### src/rtl/usr_pkg.sv
// Shared types for the universal shift register: command opcodes, FSM
// states and the shift-amount width helper.
package usr_pkg;

  typedef enum logic [2:0] {
    OP_HOLD  = 3'b000,
    OP_LOAD  = 3'b001,
    OP_SHL   = 3'b010,
    OP_SHR   = 3'b011,
    OP_ROL   = 3'b100,
    OP_ROR   = 3'b101,
    OP_ASR   = 3'b110,
    OP_CLEAR = 3'b111
  } usr_op_e;

  typedef enum logic {
    ST_IDLE = 1'b0,
    ST_RUN  = 1'b1
  } usr_state_e;

  // Bits needed to hold a shift amount in the range 0..width inclusive.
  function automatic int usr_cnt_w(input int width);
    return $clog2(width + 1);
  endfunction

endpackage

### src/rtl/usr_step.sv
// Combinational single-step shifter: applies one bit of the selected
// shift/rotate op and reports the bit that leaves the register.
module usr_step
  import usr_pkg::*;
#(
  parameter int WIDTH = 8
) (
  input  usr_op_e          op,
  input  logic [WIDTH-1:0] q,
  input  logic             ser_in,
  output logic [WIDTH-1:0] next_q,
  output logic             out_bit
);

  // One-bit step for each shift-class op; anything else passes q through.
  always_comb begin
    // NOTE: every output gets a default first so no path leaves it unassigned,
    // which would otherwise infer a latch.
    next_q  = q;
    out_bit = 1'b0;
    case (op)
      OP_SHL: begin next_q = {q[WIDTH-2:0], ser_in};   out_bit = q[WIDTH-1]; end
      OP_SHR: begin next_q = {ser_in, q[WIDTH-1:1]};   out_bit = q[0];       end
      OP_ROL: begin next_q = {q[WIDTH-2:0], q[WIDTH-1]}; out_bit = q[WIDTH-1]; end
      OP_ROR: begin next_q = {q[0], q[WIDTH-1:1]};     out_bit = q[0];       end
      OP_ASR: begin next_q = {q[WIDTH-1], q[WIDTH-1:1]}; out_bit = q[0];     end
      default: ;
    endcase
  end

endmodule

### src/rtl/univ_shift_reg_seq.sv
// Universal shift register with a valid/ready command interface.
// Multi-bit shifts run one bit per clock under an IDLE/RUN FSM.
// Build option: define USR_BARREL_EN to finish every shift in the
// acceptance cycle through a barrel path (busy then stays low).
module univ_shift_reg_seq
  import usr_pkg::*;
#(
  parameter  int WIDTH = 8,
  localparam int CNT_W = usr_cnt_w(WIDTH)
) (
  input  logic             clk,
  input  logic             reset,
  input  logic             cmd_valid,
  output logic             cmd_ready,
  input  logic [2:0]       cmd_op,
  input  logic [CNT_W-1:0] cmd_amt,
  input  logic [WIDTH-1:0] load_data,
  input  logic             ser_in,
  output logic [WIDTH-1:0] q,
  output logic             ser_out,
  output logic             busy,
  output logic             done
);

  usr_state_e       state_q, state_d;
  usr_op_e          op_q, op_d;
  logic [CNT_W-1:0] rem_q, rem_d;
  logic [WIDTH-1:0] q_q, q_d;
  logic             ser_out_q, ser_out_d;
  logic             done_q, done_d;

  usr_op_e          acc_op;
  logic [CNT_W-1:0] amt_c;
  logic             accept;

  // Decode the incoming command and clamp its amount to the register width.
  always_comb begin
    acc_op = usr_op_e'(cmd_op);
    amt_c  = (cmd_amt > CNT_W'(WIDTH)) ? CNT_W'(WIDTH) : cmd_amt;
    accept = cmd_valid && cmd_ready;
  end

`ifdef USR_BARREL_EN
  logic [WIDTH-1:0] barrel_q, left_tap, right_tap;
  logic             barrel_out;

  // Full multi-bit shift in one cycle; taps pick the last bit to leave.
  always_comb begin
    left_tap   = q_q >> (CNT_W'(WIDTH) - amt_c);
    right_tap  = q_q >> (amt_c - CNT_W'(1));
    barrel_q   = q_q;
    barrel_out = 1'b0;
    case (acc_op)
      OP_SHL: begin
        barrel_q   = (q_q << amt_c) | (ser_in ? ~({WIDTH{1'b1}} << amt_c) : '0);
        barrel_out = left_tap[0];
      end
      OP_SHR: begin
        barrel_q   = (q_q >> amt_c) | (ser_in ? ~({WIDTH{1'b1}} >> amt_c) : '0);
        barrel_out = right_tap[0];
      end
      OP_ROL: begin
        barrel_q   = (q_q << amt_c) | (q_q >> (CNT_W'(WIDTH) - amt_c));
        barrel_out = left_tap[0];
      end
      OP_ROR: begin
        barrel_q   = (q_q >> amt_c) | (q_q << (CNT_W'(WIDTH) - amt_c));
        barrel_out = right_tap[0];
      end
      OP_ASR: begin
        barrel_q   = WIDTH'($signed(q_q) >>> amt_c);
        barrel_out = right_tap[0];
      end
      default: ;
    endcase
  end
`else
  usr_op_e          step_op;
  logic [WIDTH-1:0] step_q;
  logic             step_out;

  // The first step uses the op being accepted; later steps the latched op.
  always_comb step_op = (state_q == ST_RUN) ? op_q : acc_op;

  usr_step #(.WIDTH(WIDTH)) u_step (
    .op      (step_op),
    .q       (q_q),
    .ser_in  (ser_in),
    .next_q  (step_q),
    .out_bit (step_out)
  );
`endif

  // Next-state, datapath update and done generation.
  always_comb begin
    state_d   = state_q;
    op_d      = op_q;
    rem_d     = rem_q;
    q_d       = q_q;
    ser_out_d = ser_out_q;
    done_d    = 1'b0;
    case (state_q)
      ST_IDLE: begin
        if (accept) begin
          done_d = 1'b1;
          case (acc_op)
            OP_HOLD:  ;
            OP_LOAD:  q_d = load_data;
            OP_CLEAR: begin
              q_d       = '0;
              ser_out_d = 1'b0;
            end
            default: begin
              if (amt_c != '0) begin
`ifdef USR_BARREL_EN
                q_d       = barrel_q;
                ser_out_d = barrel_out;
`else
                q_d       = step_q;
                ser_out_d = step_out;
                if (amt_c != CNT_W'(1)) begin
                  state_d = ST_RUN;
                  op_d    = acc_op;
                  rem_d   = amt_c - CNT_W'(1);
                  done_d  = 1'b0;
                end
`endif
              end
            end
          endcase
        end
      end
`ifndef USR_BARREL_EN
      ST_RUN: begin
        q_d       = step_q;
        ser_out_d = step_out;
        rem_d     = rem_q - CNT_W'(1);
        if (rem_q == CNT_W'(1)) begin
          state_d = ST_IDLE;
          done_d  = 1'b1;
        end
      end
`endif
      default: state_d = ST_IDLE;
    endcase
  end

  // State and datapath registers with synchronous reset.
  always_ff @(posedge clk) begin
    // NOTE: sequential state uses non-blocking assignments so every flop
    // samples the pre-edge values regardless of statement order.
    if (reset) begin
      state_q   <= ST_IDLE;
      op_q      <= OP_HOLD;
      rem_q     <= '0;
      q_q       <= '0;
      ser_out_q <= 1'b0;
      done_q    <= 1'b0;
    end else begin
      state_q   <= state_d;
      op_q      <= op_d;
      rem_q     <= rem_d;
      q_q       <= q_d;
      ser_out_q <= ser_out_d;
      done_q    <= done_d;
    end
  end

  assign cmd_ready = (state_q == ST_IDLE) && !reset;
  assign q         = q_q;
  assign ser_out   = ser_out_q;
  assign done      = done_q;
`ifdef USR_BARREL_EN
  assign busy      = 1'b0;
`else
  assign busy      = (state_q == ST_RUN);
`endif

endmodule
### config.mk
export PLATFORM = sky130hd
export DESIGN_NAME = univ_shift_reg_seq
export DESIGN_NICKNAME = d
export VERILOG_FILES = /design/src/rtl/usr_pkg.sv /design/src/rtl/usr_step.sv /design/src/rtl/univ_shift_reg_seq.sv
export SDC_FILE = /design/constraint.sdc
export NUM_CORES = 1
export LEC_CHECK = 0
export CORE_UTILIZATION = 30
export CTS_BUF_LIST = sky130_fd_sc_hd__clkbuf_8
export CTS_CLUSTER_SIZE = 12
export DETAILED_ROUTE_END_ITERATION = 8
export PLACE_DENSITY = 0.52
export SLEW_MARGIN = 20
export SYNTH_ARGS = -nofsm -noshare
export SYNTH_HDL_FRONTEND = slang
export SYNTH_SLANG_ARGS = --single-unit
### constraint.sdc
create_clock -name clk -period 2.8 [get_ports clk]
set_clock_uncertainty 0.05 [all_clocks]
set_input_delay 0.7 -clock clk [delete_from_list [all_inputs] [get_ports clk]]
set_output_delay 0.7 -clock clk [all_outputs]
set_load 0.02 [all_outputs]
## Word-level counts from Yosys, hierarchy flattened

Cells that the tools add are included.

- Output and inout bits: 12
- Input bits: 19
- Word-level logic and storage cells: 70
- Register bits: 18

- Mux-type cells: 29
- Bitwise gates (word level): 2
- Order comparisons: 1
- Add/subtract/negate cells: 2
- Reductions and logical operators: 13
- Equal/unequal tests: 17

Operators by type and width:

| cell | number |
|---|---|
| one-hot mux 8 bit (5 select lines) | 1 |
| one-hot mux 8 bit (3 select lines) | 1 |
| 2-to-1 mux 4 bit | 5 |
| 2-to-1 mux 8 bit | 2 |
| one-hot mux 8 bit (2 select lines) | 1 |
| equality test 3 bit, second input constant | 4 |
| 2-to-1 mux 1 bit | 12 |
| inequality test 2 bit, second input constant | 6 |
| one-hot mux 1 bit (2 select lines) | 5 |
| one-hot mux 4 bit (2 select lines) | 1 |
| subtractor 4 x 1 -> 4 bit, second input constant | 2 |
| equality test 3 x 2 -> 1 bit, second input constant | 2 |
| AND reduction 3 bit | 2 |
| OR reduction 3 bit | 2 |
| AND reduction 5 bit | 1 |
| equality test 4 x 1 -> 1 bit, second input constant | 1 |
| > comparator 4 bit, second input constant | 1 |
| inequality test 4 x 1 -> 1 bit, second input constant | 1 |
| inequality test 4 x 2 -> 1 bit, second input constant | 1 |
| AND reduction 4 bit | 1 |
| nonzero test 4 bit | 1 |
| OR reduction 2 bit | 2 |
| equality test 3 x 1 -> 1 bit, second input constant | 1 |
| logical NOT 3 bit | 1 |
| 5 further kinds | 7 |

## Longest topological paths before layout

- Word-level depth: 8
- Mapped depth: 8
- Gate-level depth less buffers: 7

## By module

A second synthesis with hierarchy kept.

- Cell total of the unflattened synthesis: 187
- Area, all modules: 1503.9 µm²

Modules (own cells, without submodules):

| module | area each (µm²) | seq. area each (µm²) | cells each | times used |
|---|---|---|---|---|
| univ_shift_reg_seq | 1141.1 | 360.3 | 139 | 1 |
| usr_step | 362.8 | 0.0 | 48 | 1 |

## Worst setup path before layout

No wires, ideal clock.

- Kind: input-to-reg
- From: in cmd_amt[3]
- To: reg q_q[4], in the netlist q[4]
- Setup slack: 0.581 ns
- Setup time: 0.124 ns
- Stages on the path: 8
- Data required time: 2.626 ns
- Arrival: 2.045 ns
- Path buffers: 1
- Cells stage by stage: nand2b_1 -> ha_1 -> nor4b_1 -> a211oi_2 -> buf_4 -> o21ai_0 -> a21oi_1 -> a21oi_1

- Cells in the longest elaborated chain, start to end: 5

RTL lines:

| what | RTL line | RTL |
|---|---|---|
| start: declaration | univ_shift_reg_seq.sv:16 | `input logic [CNT_W-1:0] cmd_amt,` |
| > comparator 4 bit | univ_shift_reg_seq.sv:39 | `amt_c = (cmd_amt > CNT_W'(WIDTH)) ? CNT_W'(WIDTH) : cmd_amt;` |
| 2-to-1 mux 4 bit * | univ_shift_reg_seq.sv:39 |  |
| nonzero test 4 bit * | univ_shift_reg_seq.sv:114 | `if (amt_c != '0) begin` |
| inequality test 4 x 2 -> 1 bit (no source line) * | -- |  |
| AND reduction 3 bit (no source line) * | -- |  |
| end signal: assignment | univ_shift_reg_seq.sv:163 | `q_q <= q_d;` |
| end: declaration | univ_shift_reg_seq.sv:28 | `logic [WIDTH-1:0] q_q, q_d;` |

Mark *: on every way between the ends. The rest lies on a longest branch, timed or not.
A chain may end at the register's enable or synchronous reset.

## Worst setup path in the final report

- From: in reset
- To: out cmd_ready

- Cells in the longest elaborated chain, start to end: 2

RTL lines:

| what | RTL line | RTL |
|---|---|---|
| start: declaration | univ_shift_reg_seq.sv:12 | `input logic reset,` |
| logical NOT 1 bit | univ_shift_reg_seq.sv:169 | `assign cmd_ready = (state_q == ST_IDLE) && !reset;` |
| logical AND 1 bit | univ_shift_reg_seq.sv:169 |  |
| end: declaration | univ_shift_reg_seq.sv:14 | `output logic cmd_ready,` |

No other way between the ends.

==> impl_results.md <==
- Status: finished clean
- Worst IR drop on VDD: 0.2179 mV
- Fmax: 374.4 MHz
- Number of enable-type register cells in the synthesized netlist: 0
- DIE AREA: 5120 um^2
- Total number of vias: 1,507
- Clock-pin slew of the registers on the worst-case setup and hold paths: 70 ps
- Area added between synthesis and finish: 34.05%
- Launching point of the worst reg2reg path: busy
- Post-route standard cell area excluding fillers: 1946 um^2
- Number of maximum-capacitance constraint violations: 0
- Static leakage: approximately 0.70 nW
- Pin count of the biggest net entering global routing: 28
- Cell type with the highest aggregate area in the netlist: sky130_fd_sc_hd__dfxtp_1
- Floorplan die height: 71.56 um
- Worst relative slew slack: 72.15%
- Number of hold-slack violations in the final timing report: 0
- CP required: slightly above 2000 ps
- Met3 Use GR: under 10%
- Grt met1 use: between 20% and 30%
- Aggregate global-route resource usage: 16.36%
- # setup viols final: 0
- Total inserted antenna cells: 0
- Cell Pwr Density: between 400 and 500 nW/um^2
- Type of the worst min-delay path: reg -> reg
- Post-CTS setup repair buffer count: 0
- Maximum fanout along the worst path: 2
- CTS resizes: 0
- CTS Hold Buffers Added: 0
- Post-DR wirelength/cell: 14.08 um
- Met2 track demand over resource: a little over a quarter
- Distinct cells, synth: 49
- First-pass DRT Iterations: 4
- Flip-flop cell with the highest count after synthesis: sky130_fd_sc_hd__dfxtp_1
- Number of cells after detailed placement: 280
- Number of buffers inserted by port buffering: 30
- Count leader, synth: sky130_fd_sc_hd__nor2_1
- Final worst hold slack: 476.3 ps
- Mean instance size in the synthesized netlist: 7.559 um^2
- Number of buffers created by CTS: 3
- Portion of synthesized cell area occupied by the leading cell type: 24.83%
- Min Clock Period, post-route: about 2700 ps
- Critical path class: in -> out
- CTS Buffer Depth: 2
- Num ports: 31
- Number of global-route vias before repair: 1,424
- Sequential element share of the synthesized area: roughly a quarter
- Dpl hpwl: 3036 um
- Via-to-Cell Ratio: approximately 5.3
- RSZ-0062 raised after global routing: false
- GRT overflow: 0
- TritonCTS clock tree: yes
- Final standard cell count with taps included and fillers excluded: 284
- Total of fill cells in the finished design: roughly 470
- Initial antenna violation count: 0
- Routability cong.: 0.7995
- Total Nets Final: 255
- Final cycle utilization of the critical path: 95.38%
- FP Rows: 24
- Effective utilization at floorplan: 32.22%
- Kind of end point of the critical path: primary output
- Netlist area before placement: approximately 1500 um^2
- DRC Markers: 0
- Root buffer cell: sky130_fd_sc_hd__clkbuf_8
- Placed cell areas: 1891 um^2
- HP Start: ser_out
- Clock sink count: 18
- Core region area: 4504 um^2
- Total wirelength of the detailed-routed design: 3999 um
- Top post-synthesis cells by area: sky130_fd_sc_hd__dfxtp_1 (25%), sky130_fd_sc_hd__a21oi_1 (6.9%), sky130_fd_sc_hd__o21ai_0 (6.2%), sky130_fd_sc_hd__nor2_1 (6.2%), sky130_fd_sc_hd__nand2b_1 (5.6%)
- Source of the critical timing path: reset
- Number of nets still failing antenna checks after routing: 0
- Fraction of layout cells with a size suffix above 1: 15.09%
- Final number of max-transition violations: 0
- Number of violations reported at the end of detailed-routing iteration 0: 102
- Most frequent cells after synthesis: sky130_fd_sc_hd__nor2_1 (24), sky130_fd_sc_hd__a21oi_1 (20), sky130_fd_sc_hd__dfxtp_1 (18), sky130_fd_sc_hd__o21ai_0 (18)
- Ys async rst share: 0%
- Syn nets: 214
- Worst endpoint data arrival time: roughly 1900 ps
- Startpoint class of the critical path: primary input
- Synthesized instance count: ~190
- Die extent in x: 71.56 um
- H-tree level count: 1
- Transition time at the pin with the least slew margin: 416.4 ps
- Ys Warns: 0
- Global-route wire length before repair: 6672 um
- Highest-utilization routing layer at the global route stage: met2
- Synthesis-stage register bit count: 18
- Clock latency on the worst-skew pair: roughly 260 ps
==> state kept, by name, summed over array words and instances (netlist names) <==
name	count
op_q	3
q	8
ser_out	1
busy	1
done	1
rem_q	4
==> layout make-up <==
cell class	instances	area, um^2	area share [%]
clock buffer	4	55.05	2.830
inverter	3	11.26	0.5788
multi-input combinational	159	1018	52.35
sequential	18	360.3	18.52
tap	52	65.06	3.344
timing repair buffer	48	435.4	22.38
==> layout by cell type, fill, tap and decap left out, types with 5 or more instances in the layout <==
master                            Yosys  layout
sky130_fd_sc_hd__a21oi_1             20      20
sky130_fd_sc_hd__buf_4                2      18
sky130_fd_sc_hd__clkdlybuf4s50_1      0      30
sky130_fd_sc_hd__dfxtp_1             18      18
sky130_fd_sc_hd__mux2i_1              5       5
sky130_fd_sc_hd__nand2_1             13      13
sky130_fd_sc_hd__nand2b_1            13      13
sky130_fd_sc_hd__nand3_1              6       6
sky130_fd_sc_hd__nor2_1              24      24
sky130_fd_sc_hd__o21ai_0             18      18
sky130_fd_sc_hd__o221ai_1             6       6
==> metal layers <==
metal / up-vias / wire length [um]
met4: 0 / 29
li1: 783 / -
met3: 2 / 126
met2: 31 / 1783
met1: 691 / 2058
met5: - / 0
==> kinds of logic after synthesis <==
| logic type | share of synthesized area [%] |
|---|---|
| xor gates and xnor gates | 2.328 |
| and+or+nand+nor | 31.73 |
| adders and majority gates | 2.586 |
| buffers and inverters | 4.999 |
| AOI/OAI and AO/OA | 28.54 |
| muxes | 5.000 |
| DFF | 24.83 |
==> through the flow <==
step           utilization, %  setup TNS [ps]  setup WS (ps)  total power, W
2_1_floorplan               -               0          581.1       0.0004952
3_3_place_gp            41.97          -3.000         -3.000       0.0006256
3_5_place_dp            41.97          -307.5         -62.76       0.0006229
4_1_cts                 43.19               0          104.7       0.0008452
5_1_grt                 43.19               0          50.77       0.0008885
6_report                43.19               0          129.3       0.0008403
==> where the power goes <==
part           internal, W  switching [W]  total [W]
clock network     0.000125      0.0000956   0.000221
logic             0.000152       0.000157   0.000309
registers         0.000281      0.0000293   0.000310
total             0.000558       0.000282   0.000840
==> path summary, 6_finish.rpt <==
check / end / slack [ps] / depth (start not counted)
hold reg to reg: ser_out / 480 / 2
hold / removal: ser_out / 480 / 2
setup reg to reg: q[0] / 840 / 6
setup / recovery: cmd_ready / 130 / 3
==> worst max-delay path: stages <==
cell	delay (ps)
sky130_fd_sc_hd__clkdlybuf4s50_1	420
sky130_fd_sc_hd__nor2_1	170
sky130_fd_sc_hd__clkdlybuf4s50_1	630
No activity file was read; power rests on OpenSTA's default activity.
